===== config.mk =====
export PLATFORM = sky130hd
export DESIGN_NAME = gauss_window_feeder
export DESIGN_NICKNAME = d
export VERILOG_FILES = /design/src/rtl/gauss_window_feeder.sv
export SDC_FILE = /design/constraint.sdc
export NUM_CORES = 1
export LEC_CHECK = 0
export CORE_UTILIZATION = 57
export DETAILED_ROUTE_END_ITERATION = 6
export DONT_BUFFER_PORTS = 1
export GPL_TIMING_DRIVEN = 0
export HOLD_SLACK_MARGIN = 0.02
export PLACE_DENSITY = 0.84
export SKIP_CTS_REPAIR_TIMING = 1
export SYNTH_ARGS = -nofsm -noshare
export SYNTH_HDL_FRONTEND = slang
export SYNTH_SLANG_ARGS = --single-unit

===== constraint.sdc =====
create_clock -name clk_i_f -period 4.5 [get_ports clk_i_f]
set_input_delay 0.9 -clock clk_i_f [delete_from_list [all_inputs] [get_ports clk_i_f]]
set_output_delay 0.9 -clock clk_i_f [all_outputs]
set_load 0.05 [all_outputs]

===== src/rtl/gauss_window_feeder.sv =====
// Raster-to-3x3 window feeder for a handshaked neighbourhood filter.
// Presents one window at a time, waits for done_i (bounded by TIMEOUT) and returns the result tagged with its centre.
module gauss_window_feeder #(
    parameter int IMG_W   = 8,
    parameter int IMG_H   = 8,
    parameter int TIMEOUT = 64
) (
    input  logic       clk_i_f,
    input  logic       rst_i_f,
    input  logic [7:0] pix_i,
    input  logic       pix_valid_i,
    output logic       pix_ready_o,
    output logic       en_o,
    output logic [7:0] win_0_o,
    output logic [7:0] win_1_o,
    output logic [7:0] win_2_o,
    output logic [7:0] win_3_o,
    output logic [7:0] win_4_o,
    output logic [7:0] win_5_o,
    output logic [7:0] win_6_o,
    output logic [7:0] win_7_o,
    output logic [7:0] win_8_o,
    input  logic       done_i,
    input  logic [7:0] data_i,
    output logic [7:0] res_o,
    output logic       res_valid_o,
    output logic [7:0] res_x_o,
    output logic [7:0] res_y_o,
    output logic       frame_done_o,
    output logic       err_o
);

    localparam logic [1:0] FILL  = 2'd0;
    localparam logic [1:0] ISSUE = 2'd1;
    localparam logic [1:0] GAP   = 2'd2;

    localparam int CW = $clog2(TIMEOUT + 1);
    localparam int AW = $clog2(IMG_W);

    logic [1:0]    state;
    logic [7:0]    col;
    logic [7:0]    row;
    logic [CW-1:0] wait_cnt;
    logic [AW-1:0] ci;
    logic          acc;

    logic [7:0]    ctr_x_p0;
    logic [7:0]    ctr_y_p0;
    logic          last_p0;

    logic [7:0]    win_p0 [9];
    logic [7:0]    lb_old [IMG_W];
    logic [7:0]    lb_new [IMG_W];

    // Reset must silence the handshake immediately, even though state is already FILL.
    assign pix_ready_o = (state == FILL) && !rst_i_f;
    assign en_o        = (state == ISSUE);
    assign acc         = pix_ready_o && pix_valid_i;
    assign ci          = col[AW-1:0];

    assign win_0_o = win_p0[0];
    assign win_1_o = win_p0[1];
    assign win_2_o = win_p0[2];
    assign win_3_o = win_p0[3];
    assign win_4_o = win_p0[4];
    assign win_5_o = win_p0[5];
    assign win_6_o = win_p0[6];
    assign win_7_o = win_p0[7];
    assign win_8_o = win_p0[8];

    // Line buffers carry no reset; windows only issue once two full rows of this frame are stored.
    always_ff @(posedge clk_i_f) begin
        if (acc) begin
            lb_old[ci] <= lb_new[ci];
            lb_new[ci] <= pix_i;
        end
    end

    // Stage p0: window shift register, new column enters on the right.
    always_ff @(posedge clk_i_f or posedge rst_i_f) begin
        if (rst_i_f) begin
            for (int k = 0; k < 9; k++) win_p0[k] <= 8'd0;
        end else if (acc) begin
            win_p0[0] <= win_p0[1];
            win_p0[1] <= win_p0[2];
            win_p0[2] <= lb_old[ci];
            win_p0[3] <= win_p0[4];
            win_p0[4] <= win_p0[5];
            win_p0[5] <= lb_new[ci];
            win_p0[6] <= win_p0[7];
            win_p0[7] <= win_p0[8];
            win_p0[8] <= pix_i;
        end
    end

    always_ff @(posedge clk_i_f or posedge rst_i_f) begin
        if (rst_i_f) begin
            state        <= FILL;
            col          <= 8'd0;
            row          <= 8'd0;
            wait_cnt     <= '0;
            ctr_x_p0     <= 8'd0;
            ctr_y_p0     <= 8'd0;
            last_p0      <= 1'b0;
            res_o        <= 8'd0;
            res_x_o      <= 8'd0;
            res_y_o      <= 8'd0;
            res_valid_o  <= 1'b0;
            frame_done_o <= 1'b0;
            err_o        <= 1'b0;
        end else begin
            res_valid_o  <= 1'b0;
            frame_done_o <= 1'b0;
            case (state)
                FILL: begin
                    if (acc) begin
                        if (col == 8'(IMG_W - 1)) begin
                            col <= 8'd0;
                            row <= (row == 8'(IMG_H - 1)) ? 8'd0 : row + 8'd1;
                        end else begin
                            col <= col + 8'd1;
                        end
                        if (row >= 8'd2 && col >= 8'd2) begin
                            state    <= ISSUE;
                            wait_cnt <= '0;
                            ctr_x_p0 <= col - 8'd1;
                            ctr_y_p0 <= row - 8'd1;
                            last_p0  <= (row == 8'(IMG_H - 1)) && (col == 8'(IMG_W - 1));
                        end
                    end
                end
                // Stage p1: hold the window until the filter answers or the wait budget runs out.
                ISSUE: begin
                    if (done_i) begin
                        res_o        <= data_i;
                        res_x_o      <= ctr_x_p0;
                        res_y_o      <= ctr_y_p0;
                        res_valid_o  <= 1'b1;
                        frame_done_o <= last_p0;
                        state        <= GAP;
                    end else if (wait_cnt == CW'(TIMEOUT - 1)) begin
                        err_o        <= 1'b1;
                        frame_done_o <= last_p0;
                        state        <= GAP;
                    end else begin
                        wait_cnt <= wait_cnt + 1'b1;
                    end
                end
                GAP:     state <= FILL;
                default: state <= FILL;
            endcase
        end
    end

endmodule


==> results of run 1 <==
-- critical path, delay by kind of cell, from the launching register on --
kind                   cells  cell delay (ns)
AND/OR/NAND/NOR            4             1.56
flip-flops                 1             0.41
buffers and inverters      4             1.37
-- Yosys cell counts, types with 5 or more instances --
cell      instances  area (um2)
a221oi_1         11        96.3
nand2_1         207         777
mux2i_1          18         180
nand3_1          13        65.1
mux4_2           10         225
clkbuf_1         31         116
xnor2_1          17         149
mux2_2           43         484
ha_1              7        87.6
a21oi_1          13        65.1
nor2_1           23        86.3
nor3_1            8        40.0
nor4_1            5        31.3
mux2_4            9         135
dfrtp_1         141        3530
nand4_1           6        37.5
and2_1            7        43.8
inv_1            13        48.8
nor2b_1          10        62.6
edfxtp_1        128        3840
xor2_1            6        52.6
o21ai_0          16        80.1
-- report_power, final --
group / internal, mW / switching (mW) / leakage (nW)
registers: 3.30 / 1.95 / 2.93
clock network: 1.45 / 0.945 / 0.480
logic: 0.864 / 1.40 / 1.71
-- per-layer routing --
metal  share of wire  up-vias  routed length [um]  global-route usage
met3           0.098       89                2430              0.0719
li1                -     2951                   -                   -
met4           0.043        0                1060               0.124
met2            0.50      403               12300               0.446
met5               0        -                   0                   0
met1            0.36     3435                8930               0.308
-- cells by family after synthesis --
logic type,count (synthesis),synth area share
AOI/OAI and AO/OA,76,0.0517
xor gates and xnor gates,23,0.0187
and+or+nand+nor,298,0.120
adders and majority gates,7,0.00813
muxes,80,0.0951
DFF,269,0.684
buffers and inverters,56,0.0220
-- final cells by class --
| cell class | count | area share |
|---|---|---|
| Clock inverter | 12 | 0.0162 |
| Clock buffer | 36 | 0.0636 |
| Buffer | 41 | 0.0147 |
| Timing Repair Buffer | 14 | 0.0144 |
| Multi-Input combinational cell | 484 | 0.261 |
| Tap cell | 229 | 0.0234 |
| Inverter | 15 | 0.00490 |
| Sequential cell | 269 | 0.602 |
-- final timing paths --
| kind | end | slack [ns] |
|---|---|---|
| min | res_y_o[1] | 0.26 |
| min in group clk_i_f | lb_new[1][0] | 0.45 |
| max in group asynchronous | win_8_o[5] | 3.41 |
| max | lb_new[4][2] | 0.85 |
| min reg2reg | ctr_x_p0[5] | 0.50 |
| max reg2reg | lb_new[4][2] | 0.85 |
-- stage by stage --
stage               hold WS, ns  setup WS [ns]   util  instances  TNS, ns
finish                    0.256          0.853  0.671       1100        0
global route              0.280          0.764  0.671       1100        0
CTS                       0.253          0.912  0.671       1100        0
detailed placement        0.489          0.526  0.617       1052        0
global placement          0.487          -1.47  0.605       1038   -80.06
floorplan                 0.448        -0.0534      -        809    -1.71
==> summary.md, run 1 <==
| Metric | Value |
|---|---|
| EDFF count, synth | 128 |
| Setup violators final | 0 |
| Final GP Congestion | 0.848 |
| Reg area | 7370 um2 |
| 1st-iter DRT viols | 659 |
| Worst-Margin Slew | 1.11 ns |
| Global-route wire length before repair | 38,800 um |
| Initial DRT Pass Iterations | 5 |
| WP data arrival | ~3.9 ns |
| Die area | 19,400 um2 |
| TritonCTS buffer count | 26 |
| Critical path fanouts, max | 10 |
| Most common cell after layout, fill and taps aside | nand2_1 |
| Vias | 6,878 |
| DR DRC count | 0 |
| ANT nets after route | 0 |
| Flops & latches, synth | 269 |
| Initial Util | 0.590 |
| Final worst path period share | 0.811 |
| Maximum VDD drop | roughly 0.7 mV |
| Ys Warns | 0 |
| Io pins | between 100 and 150 |
| Crit start category | flop |
| Critical path's largest stage delay | 0.82 ns |
| Top_reg_cell synth | dfrtp_1 |
| RSZ-0062 raised after global routing | no |
| Pins Over Slew Limit | 0 |
| Fill cells | roughly 1,200 |
| Drt via density | 6.25 |
| Reg2Reg Launch Point | state[0] |
| Synth async-reset ratio | 0.524 |
| H-tree lvl count | 1 |
| Pwr dens | 809 nW/um2 |
| Synth Instances | 809 |
| Syn_area_per_cell | 13.3 um2 |
| # diodes | 0 |
| Die Y | between 100 and 150 um |
| Worst Setup End Kind | flop |
| Worst Setup SP | state[0] |
| GRT Overall Usage | 0.262 |
| Clock skew | 0.0160 ns |
| Biggest regs | lb_new: 64 flops, lb_old: 64 flops |
| IO buf count | 0 |
| Final min period | 3.65 ns |
| Largest net degree at the start of global routing | 43 |
| Skew-Pair Late Insertion Delay | 0.55 ns |
| Max Clk Rate | 274 MHz |
| Cell mode on critical path | clkbuf_1 |
| Critical-path top delay cell | nor3_2 |
| Worst-path clk slew | 0.06 ns |
| CORE AREA | 18,300 um2 |
| DP Area | 11,300 um2 |
| CTS sink cnt | 269 |
| Synth cell types | 61 |
| Vias in the first global route | 7,087 |
| Drt wl/cell | 22.5 um |
| Post-Syn Area | approximately 11,000 um2 |
| Hold Path Class | in2async |
| Die outline width | 139 um |
| Commonest cells after routing, fill and taps aside | nand2_1 (207), dfrtp_1 (141), edfxtp_1 (128), mux2_2 (43), clkbuf_1 (33) |
| Slew margin rel. | 0.256 |
| Leakage | 5.12 nW |
| R2R depth | 8 |
| Post-Layout Inst Area | 12,300 um2 |
| Site row count | 49 |
| CTS Buffer Depth | 3 |
| Layout cells sized above 1 | 0.164 |
| P&R area growth vs syn | 13.7% |
| WP data required | approximately 4.7 ns |
| Dpl hpwl | 16,300 um |
| CP Cell Sequence | nor3_1 > buf_1 > and2_1 > clkbuf_1 > clkbuf_1 > nand2_1 > nor3_2 > buf_6 |
| Seq/Total Area, Yosys | 0.684 |
| Final nets | 878 |
| Initial antenna violation count | 0 |
| Total power | 9.92 mW |
| Max Cap Viol | 0 |
| Area of the multi-input gates | between 3000 and 4000 um2 |
| Grt ovf | 0 |
| CTS tree | done |
| Net Count, Synth | 836 |
| Setup CP Type | reg2reg |
| Outcome | completed |
| Root Buffer | clkbuf_16 |
| Fin. Hold Viols | 0 |
| Routed WL | 24,800 um |
Power figures use the tool's default switching activity.
==> inputs of run 2 (changes only) <==
- clock period: 4.5 -> 3 ns (I/O delays scaled with it)
==> run 2 against run 1 <==
Effect of this change:
- the flow now finishes with violations (DRC)
- core utilization is 0.10 points lower
- first-iteration DRC count is 13% higher
- global-route usage is 0.061 points higher
- critical path type unchanged
- critical endpoint is now lb_new[1][3]
==> summary.md, run 2 (synthesis results as in run 1) <==
| Metric | Value |
|---|---|
| Outcome | finished, violations left |
| Failing checks | DRC |
| Post-Route Utilization | 0.669 |
| Largest net degree at the start of global routing | 45 |
| Hold Path Class | in2reg |
| Pins Over Slew Limit | 0 |
| Setup violators final | 0 |
| Dpl hpwl | 15,900 um |
| CTS tree | done |
| Initial DRT Pass Iterations | 7 |
| Pre-CTS setup slack | -0.977 ns |
| Setup CP Type | reg2reg |
| Io pins | 121 |
| Routed WL | 25,500 um |
| Max Clk Rate | 340 MHz |
| WP data arrival | 3.19 ns |
| Total power | 14.6 mW |
| CTS sink cnt | 269 |
| IO buf count | 0 |
| Commonest cells after routing, fill and taps aside | nand2_1 (207), dfrtp_1 (141), edfxtp_1 (128), mux2_2 (43), clkbuf_1 (28) |
| Final worst path period share | 0.980 |
| Slew margin rel. | 0.290 |
| Worst-Margin Slew | 1.06 ns |
| Reg2Reg Launch Point | state[0] |
| Skew-Pair Late Insertion Delay | 0.55 ns |
| Worst Setup End Kind | flop |
| Drt via density | 6.28 |
| Die outline width | 139 um |
| Pwr dens | 1190 nW/um2 |
| Max Cap Viol | 0 |
| Die Y | 139 um |
| Final min period | between 2 and 3 ns |
| Biggest regs | lb_new: 64 flops, lb_old: 64 flops |
| WP data required | 3.25 ns |
| Hold_ws | between 0.15 and 0.2 ns |
| H-tree lvl count | 1 |
| Final setup margin | 0.0613 ns |
| Most common cell after layout, fill and taps aside | nand2_1 |
| Maximum VDD drop | 0.944 mV |
| Vias | 6,918 |
| Critical path fanouts, max | 10 |
| Leakage | 5.12 nW |
| Root Buffer | clkbuf_16 |
| Layout cells sized above 1 | 0.172 |
| P&R area growth vs syn | 13.6% |
| Initial Util | 0.590 |
| Worst Setup SP | state[0] |
| DR DRC count | 6 |
| Vias in the first global route | ~6,900 |
| Initial antenna violation count | 0 |
| Global-route wire length before repair | between 30,000 and 40,000 um |
| GRT Overall Usage | 0.262 |
| CTS Buffer Depth | 3 |
| Die area | 19,400 um2 |
| Final GP Congestion | 0.850 |
| TritonCTS buffer count | 25 |
| Clock skew | 0.0280 ns |
| Hold path start | pix_i[6] |
| Grt ovf | 0 |
| Setup TNS | 0 ns |
| ANT nets after route | 0 |
| Worst-path clk slew | 0.08 ns |
| Fin. Hold Viols | 0 |
| Crit start category | flop |
| 1st-iter DRT viols | 743 |
| CORE AREA | 18,300 um2 |
| Site row count | 49 |
| Drt wl/cell | 23.2 um |
| Fill cells | around 1,200 |
| Final nets | ~880 |
| # diodes | 0 |
-- run 2: cell types whose count changed in the layout (fill, tap and decap cells not counted), sizes merged --
cell         previous run  this run
inv                    13        18
bufinv                  4         1
buf                    24        29
dlygate4sd3             0         1
clkbuf                 67        61
-- run 2: critical path, stage by stage (launching register included) --
cell and delay [ns]:
dfrtp_1 0.43, or4b_2 0.79, buf_2 0.28, clkbuf_1 0.36, nor3_4 0.56, buf_6 0.24
-- run 2: path summary, 6_finish.rpt --
path	end	slack, ns	cells past startpoint
hold reg to reg	ctr_x_p0[4]	0.51	1
hold / removal	lb_new[6][6]	0.15	0
min in group asynchronous	state[1]	0.59	2
max in group asynchronous	win_1_o[2]	1.56	4
setup / recovery	lb_new[1][3]	0.06	5
setup reg to reg	lb_new[1][3]	0.06	5
-- run 2: where the power goes --
group          switching (mW)  internal, mW  leakage [nW]  total [mW]
combinational            2.16          1.35          1.79        3.52
clock                    1.39          1.76         0.406        3.15
sequential               2.94          4.95          2.93        7.89
total                    6.49          8.06          5.12        14.6
-- run 2: layer usage --
layer,up-vias,global-route usage,part of all wire
met5,-,0,0
met4,0,0.107,0.035
met1,3430,0.330,0.37
met2,449,0.444,0.50
li1,2957,-,-
met3,82,0.0561,0.093
-- run 2: final cells by class --
cell class	instances	area [um2]	area share
inverters	15	63.8	0.00522
clock inverters	14	108	0.00880
flip-flops and latches	269	7370	0.603
plain buffers	38	175	0.0143
clock buffers	32	704	0.0576
multi-input cells	484	3240	0.265
repair buffers	21	278	0.0227
well taps	229	287	0.0234
-- run 2: stage by stage --
stage / std cells / instance area, um2
final: 1102 / 12200
after global routing: 1102 / 12200
after CTS: 1094 / 12100
after detailed placement: 1048 / 11300
after global placement: 1038 / 11100
after floorplan: 809 / 10800
==> inputs of run 3 (changes only) <==
- CORE_UTILIZATION: 57 -> 60
- PLACE_DENSITY: 0.84 -> 0.85
- SETUP_SLACK_MARGIN: unset -> 0.1
- clock period: 3 -> 3.12 ns (I/O delays scaled with it)
==> run 3 against run 2 <==
Effect of this change:
- the run now ends clean
- die area shrank 4.9%
- largest cell class unchanged
- wire length shrank 0.36%
- core utilization grew 3.1 points
- flip-flop and latch count is the same
- non-clock buffer count grew 2
- first-iteration DRC count grew 1.2%
- via count is essentially flat
- clock-buffer cell count grew 6
- critical endpoint is now lb_old[5][0]
- clock power shrank 7.0%
- sequential share of layout area grew 0.18 points
==> summary.md, run 3 (synthesis results as in run 1) <==
| Metric | Value |
|---|---|
| Outcome | completed |
| Layout cells sized above 1 | 0.172 |
| Worst-Margin Slew | between 1 and 1.5 ns |
| P&R area growth vs syn | 13.2% |
| Max Cap Viol | 0 |
| Routed WL | 25,400 um |
| Critical path's largest stage delay | between 0.5 and 0.6 ns |
| Worst-path clk slew | 0.07 ns |
| TritonCTS buffer count | 26 |
| Total power | 13.9 mW |
| Worst Setup SP | col[2] |
| Pins Over Slew Limit | 0 |
| R2R depth | 7 |
| Pre-CTS setup slack | -0.801 ns |
| Final GP Congestion | 0.803 |
| Initial DRT Pass Iterations | 5 |
| Largest delay contributor family on the critical path | buffers and inverters |
| Skew-Pair Late Insertion Delay | between 0.5 and 0.6 ns |
| CORE AREA | 17,400 um2 |
| Max Clk Rate | roughly 340 MHz |
| Setup violators final | 0 |
| CTS Buffer Depth | 3 |
| Global-route wire length before repair | 38,100 um |
| Drt via density | 6.30 |
| Vias | 6,919 |
| Vias in the first global route | 7,015 |
| Largest net degree at the start of global routing | 42 |
| Layout Cells excl Fill | about 1,100 |
| Reg2Reg Launch Point | col[2] |
| CP bufs+invs | 3 |
| DR DRC count | 0 |
| R2R setup slack | 0.14 ns |
| Slew margin rel. | 0.313 |
| Site row count | 48 |
| WP data arrival | ~3.2 ns |
| Final worst path period share | 0.954 |
| Fin. Hold Viols | 0 |
| GRT Overall Usage | 0.277 |
| Setup CP Type | reg2reg |
| Clock skew | 0.0135 ns |
| ANT nets after route | 0 |
| Die outline width | 136 um |
| 1st-iter DRT viols | around 750 |
| RSZ-0062 raised after global routing | no |
| Critical path fanouts, max | 10 |
| Final nets | 884 |
| Root Buffer | clkbuf_16 |
| Cell mode on critical path | clkbuf_1 |
| # diodes | 0 |
| H-tree lvl count | 1 |
| Pwr dens | 1140 nW/um2 |
| CTS tree | done |
| Initial antenna violation count | 0 |
| Critical Path Sink | lb_old[5][0] |
| Final min period | a little under 3 ns |
| Die Y | 136 um |
| Leakage | 5.11 nW |
| Io pins | between 100 and 150 |
| Dpl hpwl | 16,200 um |
| Placed cell count | 1,044 |
| Drt wl/cell | 23.1 um |
| Final setup margin | 0.143 ns |
| Maximum VDD drop | 0.973 mV |
| Initial Util | 0.618 |
| Die area | 18,500 um2 |
| Most common cell after layout, fill and taps aside | nand2_1 |
| Worst Setup End Kind | flop |
| IO buf count | 0 |
| CP Depth | 7 |
| R2r endpoint | lb_old[5][0] |
| WP data required | between 3 and 4 ns |
| CP Cell Sequence | clkbuf_1 > clkbuf_1 > clkbuf_2 > mux2i_1 > o22ai_1 > a21oi_1 > nand2_1 |
| CTS sink cnt | 269 |
| Commonest cells after routing, fill and taps aside | nand2_1 (207), dfrtp_1 (141), edfxtp_1 (128), mux2_2 (43), clkbuf_1 (32) |
| Biggest regs | lb_new: 64 flops, lb_old: 64 flops |
| Critical-path top delay cell | clkbuf_1 |
| Crit start category | flop |
| Grt ovf | 0 |
| Hold Path Class | in2async |
## run 3: worst min path at each step
stage,end,slack (ns),cells after the start
floorplan,last_p0,0.45,1
global placement,last_p0,0.48,1
detailed placement,res_x_o[6],0.50,1
CTS,win_5_o[5],0.13,1
global route,ctr_x_p0[1],0.17,1
finish,win_5_o[5],0.12,1
## run 3: power breakdown
part	switching [mW]	internal, mW
Clock	1.28	1.65
Sequential	2.81	4.76
Combinational	2.09	1.29
Total	6.18	7.70
## run 3: routing by layer
metal,track usage,wire [um],vias to the layer above
met5,0,0,-
met4,0.114,909,0
met3,0.0723,2590,87
met2,0.477,13000,448
met1,0.331,8970,3433
li1,-,-,2951
## run 3: layout make-up
cell class	count	area, um2
inverter	15	63.8
timing repair buffer	20	263
clock inverter	7	33.8
buffer	41	190
tap	225	282
fill	1094	5220
sequential	269	7370
multi-input combinational	484	3240
clock buffer	38	747
## run 3: worst reg2reg max path, stage by stage (launching register included)
cell and delay (ns):
dfrtp_1 0.35, clkbuf_1 0.43, clkbuf_1 0.52, clkbuf_2 0.38, mux2i_1 0.31, o22ai_1 0.12, a21oi_1 0.24, nand2_1 0.29
## run 3: stage by stage
stage	utilization	hold WS [ns]	area [um2]	TNS, ns
finish	0.700	0.122	12200	0
global route	0.700	0.168	12200	0
CTS	0.692	0.126	12100	-40.64
detailed placement	0.647	0.500	11300	-46.55
global placement	0.637	0.484	11100	-122.46
floorplan	-	0.448	10800	-4.42
